===== src/rtl/pc_pkg.sv =====
// ============================================================================
// Module      : pc_pkg
// Description : Shared FSM state type and default vectors for the PC unit.
// Revision    : 1.0 - initial release
// ============================================================================
`default_nettype none

package pc_pkg;

    typedef enum logic [0:0] {
        ST_RUN  = 1'b0,
        ST_PEND = 1'b1
    } pc_state_e;

    localparam logic [31:0] PC_RESET_VECTOR = 32'h0000_0000;
    localparam logic [31:0] PC_EXC_VECTOR   = 32'h8000_0180;

endpackage : pc_pkg

`default_nettype wire


===== src/rtl/pc_next_sel.sv =====
// ============================================================================
// Module      : pc_next_sel
// Description : Combinational next-PC priority select and misalignment check.
// Revision    : 1.0 - initial release
// ============================================================================
`default_nettype none

module pc_next_sel
    import pc_pkg::*;
#(
    parameter int                    DATA_WIDTH = 32,
    parameter logic [DATA_WIDTH-1:0] EXC_VECTOR = PC_EXC_VECTOR,
    parameter int                    INC        = 4
) (
    input  logic                  exc_req_i,
    input  logic                  branch_taken_i,
    input  logic [DATA_WIDTH-1:0] branch_target_i,
    input  logic                  jr_i,
    input  logic [DATA_WIDTH-1:0] jr_target_i,
    input  logic                  jump_i,
    input  logic [DATA_WIDTH-1:0] jump_target_i,
    input  logic [DATA_WIDTH-1:0] pc_plus_inc_i,
    output logic [DATA_WIDTH-1:0] next_addr_o,
    output logic                  redir_o,
    output logic [DATA_WIDTH-1:0] redir_addr_o,
    output logic                  misalign_o,
    output logic [DATA_WIDTH-1:0] raw_target_o
);

    logic                  redir_d;
    logic [DATA_WIDTH-1:0] raw_d;
    logic                  misaligned_d;

    always_comb begin
        redir_d = 1'b0;
        raw_d   = '0;
        if (branch_taken_i) begin
            redir_d = 1'b1;
            raw_d   = branch_target_i;
        end else if (jr_i) begin
            redir_d = 1'b1;
            raw_d   = jr_target_i;
        end else if (jump_i) begin
            redir_d = 1'b1;
            raw_d   = jump_target_i;
        end
    end

    // Word alignment only means something for a 4-byte fetch stride.
    generate
        if (INC == 4) begin : g_align_chk
            assign misaligned_d = redir_d && (raw_d[1:0] != 2'b00);
        end else begin : g_no_chk
            assign misaligned_d = 1'b0;
        end
    endgenerate

    assign redir_o      = redir_d;
    assign raw_target_o = raw_d;
    assign misalign_o   = misaligned_d;
    assign redir_addr_o = misaligned_d ? EXC_VECTOR : raw_d;
    assign next_addr_o  = exc_req_i ? EXC_VECTOR :
                          redir_d   ? redir_addr_o : pc_plus_inc_i;

endmodule : pc_next_sel

`default_nettype wire


===== src/rtl/pc_unit.sv =====
// ============================================================================
// Module      : pc_unit
// Description : Program counter with stall, deferred redirect and exceptions.
// Revision    : 1.0 - initial release
// ============================================================================
`default_nettype none

module pc_unit
    import pc_pkg::*;
#(
    parameter int                    DATA_WIDTH   = 32,
    parameter logic [DATA_WIDTH-1:0] RESET_VECTOR = PC_RESET_VECTOR,
    parameter logic [DATA_WIDTH-1:0] EXC_VECTOR   = PC_EXC_VECTOR,
    parameter int                    INC          = 4
) (
    input  logic                  clk,
    input  logic                  rst,
    input  logic                  stall,
    input  logic                  exc_req,
    input  logic                  branch_taken,
    input  logic [DATA_WIDTH-1:0] branch_target,
    input  logic                  jr,
    input  logic [DATA_WIDTH-1:0] jr_target,
    input  logic                  jump,
    input  logic [DATA_WIDTH-1:0] jump_target,
    output logic [DATA_WIDTH-1:0] pc_out,
    output logic [DATA_WIDTH-1:0] pc_plus_inc,
    output logic                  redirect_pending,
    output logic                  misalign_exc,
    output logic [DATA_WIDTH-1:0] bad_addr
);

    pc_state_e             state_q;
    logic [DATA_WIDTH-1:0] pc_q;
    logic [DATA_WIDTH-1:0] pend_q;
    logic                  misalign_q;
    logic [DATA_WIDTH-1:0] bad_addr_q;

    logic [DATA_WIDTH-1:0] pc_plus_inc_d;
    logic [DATA_WIDTH-1:0] next_addr_d;
    logic                  redir_d;
    logic [DATA_WIDTH-1:0] redir_addr_d;
    logic                  misalign_d;
    logic [DATA_WIDTH-1:0] raw_target_d;

    assign pc_plus_inc_d = pc_q + DATA_WIDTH'(INC);

    pc_next_sel #(
        .DATA_WIDTH (DATA_WIDTH),
        .EXC_VECTOR (EXC_VECTOR),
        .INC        (INC)
    ) u_next_sel (
        .exc_req_i       (exc_req),
        .branch_taken_i  (branch_taken),
        .branch_target_i (branch_target),
        .jr_i            (jr),
        .jr_target_i     (jr_target),
        .jump_i          (jump),
        .jump_target_i   (jump_target),
        .pc_plus_inc_i   (pc_plus_inc_d),
        .next_addr_o     (next_addr_d),
        .redir_o         (redir_d),
        .redir_addr_o    (redir_addr_d),
        .misalign_o      (misalign_d),
        .raw_target_o    (raw_target_d)
    );

    always_ff @(posedge clk) begin
        if (rst) begin
            state_q    <= ST_RUN;
            pc_q       <= RESET_VECTOR;
            pend_q     <= '0;
            misalign_q <= 1'b0;
            bad_addr_q <= '0;
        end else begin
            misalign_q <= 1'b0;
            if (exc_req) begin
                pc_q    <= EXC_VECTOR;
                pend_q  <= '0;
                state_q <= ST_RUN;
            end else begin
                case (state_q)
                    ST_RUN: begin
                        // Misalignment is flagged whether the target is loaded or captured.
                        if (redir_d && misalign_d) begin
                            misalign_q <= 1'b1;
                            bad_addr_q <= raw_target_d;
                        end
                        if (!stall) begin
                            pc_q <= next_addr_d;
                        end else if (redir_d) begin
                            pend_q  <= redir_addr_d;
                            state_q <= ST_PEND;
                        end
                    end
                    ST_PEND: begin
                        // New redirects are ignored here; the captured one wins.
                        if (!stall) begin
                            pc_q    <= pend_q;
                            state_q <= ST_RUN;
                        end
                    end
                    default: begin
                        state_q <= ST_RUN;
                    end
                endcase
            end
        end
    end

    assign pc_out           = pc_q;
    assign pc_plus_inc      = pc_plus_inc_d;
    assign redirect_pending = (state_q == ST_PEND);
    assign misalign_exc     = misalign_q;
    assign bad_addr         = bad_addr_q;

endmodule : pc_unit

`default_nettype wire


===== config.mk =====
export PLATFORM = sky130hd
export DESIGN_NAME = pc_unit
export DESIGN_NICKNAME = d
export VERILOG_FILES = /design/src/rtl/pc_pkg.sv /design/src/rtl/pc_next_sel.sv /design/src/rtl/pc_unit.sv
export SDC_FILE = /design/constraint.sdc
export NUM_CORES = 1
export LEC_CHECK = 0
export CAP_MARGIN = 30
export CORE_ASPECT_RATIO = 1.4
export CORE_MARGIN = 2
export CORE_UTILIZATION = 49
export DETAILED_ROUTE_END_ITERATION = 10
export PLACE_DENSITY = 0.87
export SLEW_MARGIN = 20
export SYNTH_ARGS = -nofsm -noshare
export SYNTH_HDL_FRONTEND = slang
export SYNTH_HIERARCHICAL = 1
export SYNTH_SLANG_ARGS = --single-unit

===== constraint.sdc =====
create_clock -name clk -period 4.51 [get_ports clk]
set_input_delay 0.902 -clock clk [delete_from_list [all_inputs] [get_ports clk]]
set_output_delay 0.902 -clock clk [all_outputs]
set_load 0.01 [all_outputs]

* After elaboration in Yosys (flattened, before gate mapping)
Cells that the tools add are included.
** Storage, ports and cells
- Output and inout bits :: 98
- Memories kept :: 0
- Latch bits :: 0
- Register bits :: 98
- RAM bits :: 0
- Memory bits (read-only) :: 0
** Operators by class
- $mul :: 0
- Eq/ne operators :: 4
- $lt $le $gt $ge :: 0
- Muxes and demuxes :: 17
- Div/mod/pow operators :: 0
- Shifts and indexed selects :: 0
- Reductions and logical operators :: 9
- Bitwise operators :: 2
- Add/sub/neg operators :: 1
** Operators by type and width (count)
- 32-bit 2-to-1 mux :: 8
- 32-bit one-hot mux with 2 select lines :: 1
- 32-bit by 3-bit adder with 32-bit output (second input constant) :: 1
- 1-bit 2-to-1 mux :: 7
- 3-bit inequality test (second input constant) :: 2
- 3-bit AND reduction :: 2
- 2-bit inequality test (second input constant) :: 2
- 2-bit AND reduction :: 2
- 3-bit OR reduction :: 1
- 1-bit logical AND :: 2
- 1-bit inverter :: 2
- 1-bit one-hot mux with 2 select lines :: 1
- 2-bit nonzero test :: 1
- 2-bit OR reduction :: 1

* Logic depth before layout (Yosys ltp)
- Depth in word-level cells :: 10
- Depth in mapped cells :: 11

* By module
Netlist, hierarchy kept.
** By module, submodules not included
- pc_unit :: seq. area each 1961.9 um^2, area each 4321.6 um^2, cells an instance 549, times used 1
- pc_next_sel :: seq. area each 0.0 um^2, area each 1265.0 um^2, cells an instance 194, times used 1

* Worst setup path before layout
Ideal clock, no wire load.
- Path kind :: input-to-reg
- Start point :: input port branch_taken
- End point :: register pc_q[31], in the netlist pc_out[31]
- Buffers on the path :: 2
- Arrival :: 2424 ps
- Slack :: 1967 ps
- Library setup time :: 120 ps
- Cell stages on the path :: 10
- Path through :: buf_4 > a21oi_1 > a21oi_2 > nor2_1 > buf_2 > inv_2 > a2111o_1 > mux2_2 > mux2i_1 > a21oi_1
** On the way
- Longest elaborated chain between the ends :: 8
- Elaborated cells on any way between the ends :: 9
** Ends and longest elaborated chain
- start: declaration :: line pc_unit.sv:20 : input logic branch_taken,
- 32-bit 2-to-1 mux :: line pc_next_sel.sv:37 : if (branch_taken_i) begin
- named net raw_target_d[0] :: line pc_unit.sv:44 : logic [DATA_WIDTH-1:0] raw_target_d;
- 2-bit nonzero test :: line pc_next_sel.sv:52 : assign misaligned_d = redir_d && (raw_d[1:0] != 2'b00);
- 1-bit logical AND :: line pc_next_sel.sv:52
- named net misalign_d :: line pc_unit.sv:43 : logic misalign_d;
- 32-bit 2-to-1 mux :: line pc_next_sel.sv:61 : assign redir_addr_o = misaligned_d ? EXC_VECTOR : raw_d;
- 32-bit 2-to-1 mux :: line pc_next_sel.sv:63 : redir_d ? redir_addr_o : pc_plus_inc_i;
- named net next_addr_d[31] :: line pc_unit.sv:40 : logic [DATA_WIDTH-1:0] next_addr_d;
- 32-bit 2-to-1 mux :: line pc_unit.sv:89 : if (!stall) begin
- 32-bit one-hot mux with 2 select lines :: line pc_unit.sv:82 : case (state_q)
- 32-bit 2-to-1 mux :: line pc_unit.sv:77 : if (exc_req) begin
- end signal: assignment :: line pc_unit.sv:90 : pc_q <= next_addr_d;
- end signal: assignment :: line pc_unit.sv:99 : pc_q <= pend_q;
- end: declaration :: line pc_unit.sv:34 : logic [DATA_WIDTH-1:0] pc_q;
The timed path passes the listed nets, and every way through them passes these cells. The select of a mux whose other input is x is not followed.
A chain may end at the register's enable or synchronous reset.

* Final worst setup path
- Start point :: register pc_q[7], in the netlist pc_out[7]
- End point :: output port pc_plus_inc[31]
** On the way
- Longest elaborated chain between the ends :: 1
** Ends and longest elaborated chain
- 32-bit by 3-bit adder with 32-bit output :: line pc_unit.sv:46 : assign pc_plus_inc_d = pc_q + DATA_WIDTH'(INC);
- end: declaration :: line pc_unit.sv:27 : output logic [DATA_WIDTH-1:0] pc_plus_inc,
Every way passes these cells.

==> out/results.tsv <==
metric	value	unit
synth_warnings	6	
multi_input_area	3184	µm²
vias_per_cell	5.816	
cellLeakagePower	0.002865	µW
drv_cap	0	
io_pins	201	
post_cts.repair.setup_buffers	0	
synth.top_cell.area_share	35.12	%
status	finished, final reports clean	
ant_nets	0	
cts.htree.levels	3	
worstHoldStart	bad_addr[28]	
cts_resized	0	
die_area	12280	µm²
ir_drop	0.1963	mV
layoutNonFillerInstCount	1056	
wire_per_inst	18.01	µm
postSynthAreaPerCell	7.519	µm²
setup_viol	0	
synth_area	5587	µm²
seq_area_frac_synth	35.12	%
routed-via-count	6142	
globalRoute.totalOverflow	0	
cp-end-kind	output port	
totalWireLength	19020	µm
final_nets	1011	
antenna_cells	0	
synth_seq_cells	98	
track_usage	30.26	%
hold_buffers	0	
place.gp.congestion	0.8661	
cts_sinks	98	
drt_first_pass_iters	7	
regArea	1963	µm²
die_height	130.3	µm
startpoint	pc_out[7]	
slew_headroom	44.60	%
root_buffer	clkbuf_16	
synth_area_leaders	dfxtp_1 35%, a21oi_1 11%, nand2_1 9.7%	
grt_pass1_wl	28980	µm
synth-async-reset-ratio	0	%
powerDensity	272.6	nW/µm²
rsz0062_at_grt	false	
maxSlewViolCount	0	
hold_viol	0	
synth_enable_flop_cells	0	
row_count	46	
core	11220	µm²
required	3.61	ns
tritoncts	built	
yosys.cell_types.count	43	
period_share	86.03	%
drive_above_1_share	6.250	%
n_fill_cell	923	
clk_latency	0.34	ns
die_w	94.24	µm
grt_pass1_vias	5753	
grt_max_degree	60	
finalSetupTns	0	ns
worst_pin_slew	0.8279	ns
hold_path.class	reg -> reg	
cts.path.max_buffers	2	
synth_area_leader_cell	dfxtp_1	
reg2reg_from	pc_out[7]	
drt_iter0_markers	312	
max_freq	257.7	MHz
synthToLayoutAreaGrowth	41.93	%
cp-start-kind	flip-flop	
finalClockSkew	0.01117	ns
utilization	70.65	%
fin_crit	3.880	ns
port_buffers	200	
dp_hpwl	13350	µm
path_clk_slew	0.07	ns
cp_max_fo	12	
dp_cells	1040	
floorplan.initialDensity	49.78	%
worstPathArrival	2.98	ns
ys.flop_type	dfxtp_1	
antenna_found_initial	0	
worst-setup-path-type	reg -> out	
cts_buffers	9	
drc	0	
synthCells	743	
## worst max-delay path: stages, from the launching register on
cell and delay (ns):
dfxtp_1 0.45, nand3_1 0.22, nor2_1 0.70, nand4_1 0.25, xnor2_1 0.39, clkdlybuf4s50_1 0.62
## registers in the layout (all words and copies together) (netlist names)
signal            cells
pc_out               32
misalign_exc          1
pend_q               32
bad_addr             32
redirect_pending      1
## layout by cell type (no fill, tap or decap), types with 9 or more instances in the layout
cell,instances
a22o_1,27
buf_4,14
nand2_1,145
nand3_1,10
inv_1,31
xnor2_1,22
a21oi_1,118
and2_1,31
clkdlybuf4s50_1,198
dfxtp_1,97
a221oi_1,25
mux2i_1,28
clkbuf_16,9
nand4_1,12
nor2_1,58
## stage by stage
step                      cell area (µm²)  hold slack (ns)  power (µW)  setup WS, ns
after global routing                 7929           0.4714        2228        0.5062
after floorplan                      5590           0.4329        1154         1.967
after detailed placement             7616           0.4464        1376         1.001
after CTS                            7929           0.4547        2158        0.6412
after global placement               7589           0.4412        1368         1.101
final                                7929           0.4539        2162        0.6301
## cell type report
type                            instances  share of cell area, %
Inverter                               33                  1.562
Timing Repair Buffer                  217                  27.30
Clock inverter                          5                 0.7575
Tap cell                              144                  2.272
Sequential cell                        98                  24.76
Multi-Input combinational cell        548                  40.16
Clock buffer                           11                  3.188
## metal layers
layer	part of all wire (%)	up-vias	GRT usage [%]
met3	6.5	56	3.349
met4	4.6	0	15.60
met1	36	2919	33.66
met5	0	-	0
li1	-	2871	-
met2	53	296	56.13
## cell usage after synthesis, types with 2 or more instances
cell type,count
nand2_1,145
a21oi_1,118
dfxtp_1,98
nor2_1,59
and2_1,31
inv_1,31
clkbuf_1,28
mux2i_1,28
a22o_1,27
a221oi_1,25
xnor2_1,22
buf_2,20
nand4_1,12
nand3_1,10
a211oi_1,8
nor2b_1,8
buf_4,7
buf_1,6
o21ai_0,6
xor2_1,6
mux2_2,5
and3_1,4
buf_6,4
nor3_1,4
a2111o_1,3
a21oi_2,3
a22oi_1,3
nand2b_1,3
inv_2,2
nand3b_1,2
nor3_4,2
or2_2,2
## kinds of logic after synthesis
group           after synthesis  synth area share [%]
xor+xnor                     28                 4.390
other cells                   1               0.06712
fa+ha+maj                     1                0.2239
simple gates                291                 24.32
flops                        98                 35.12
mux                          33                 6.025
compound gates              193                 21.81
buf+inv                      98                 8.040
## where the power goes
group / switching [µW] / internal [µW] / leakage (µW)
combinational: 224 / 219 / 0.00192
sequential: 25.1 / 896 / 0.000797
clock: 335 / 462 / 0.000152
## worst paths after layout
check	endpoint	slack, ns	depth (start not counted)
min reg2reg	bad_addr[28]	0.45	2
min	bad_addr[28]	0.45	2
max reg2reg	pc_out[31]	1.56	8
max	pc_plus_inc[31]	0.63	5
Note: power is estimated with default switching activity, not from simulation.
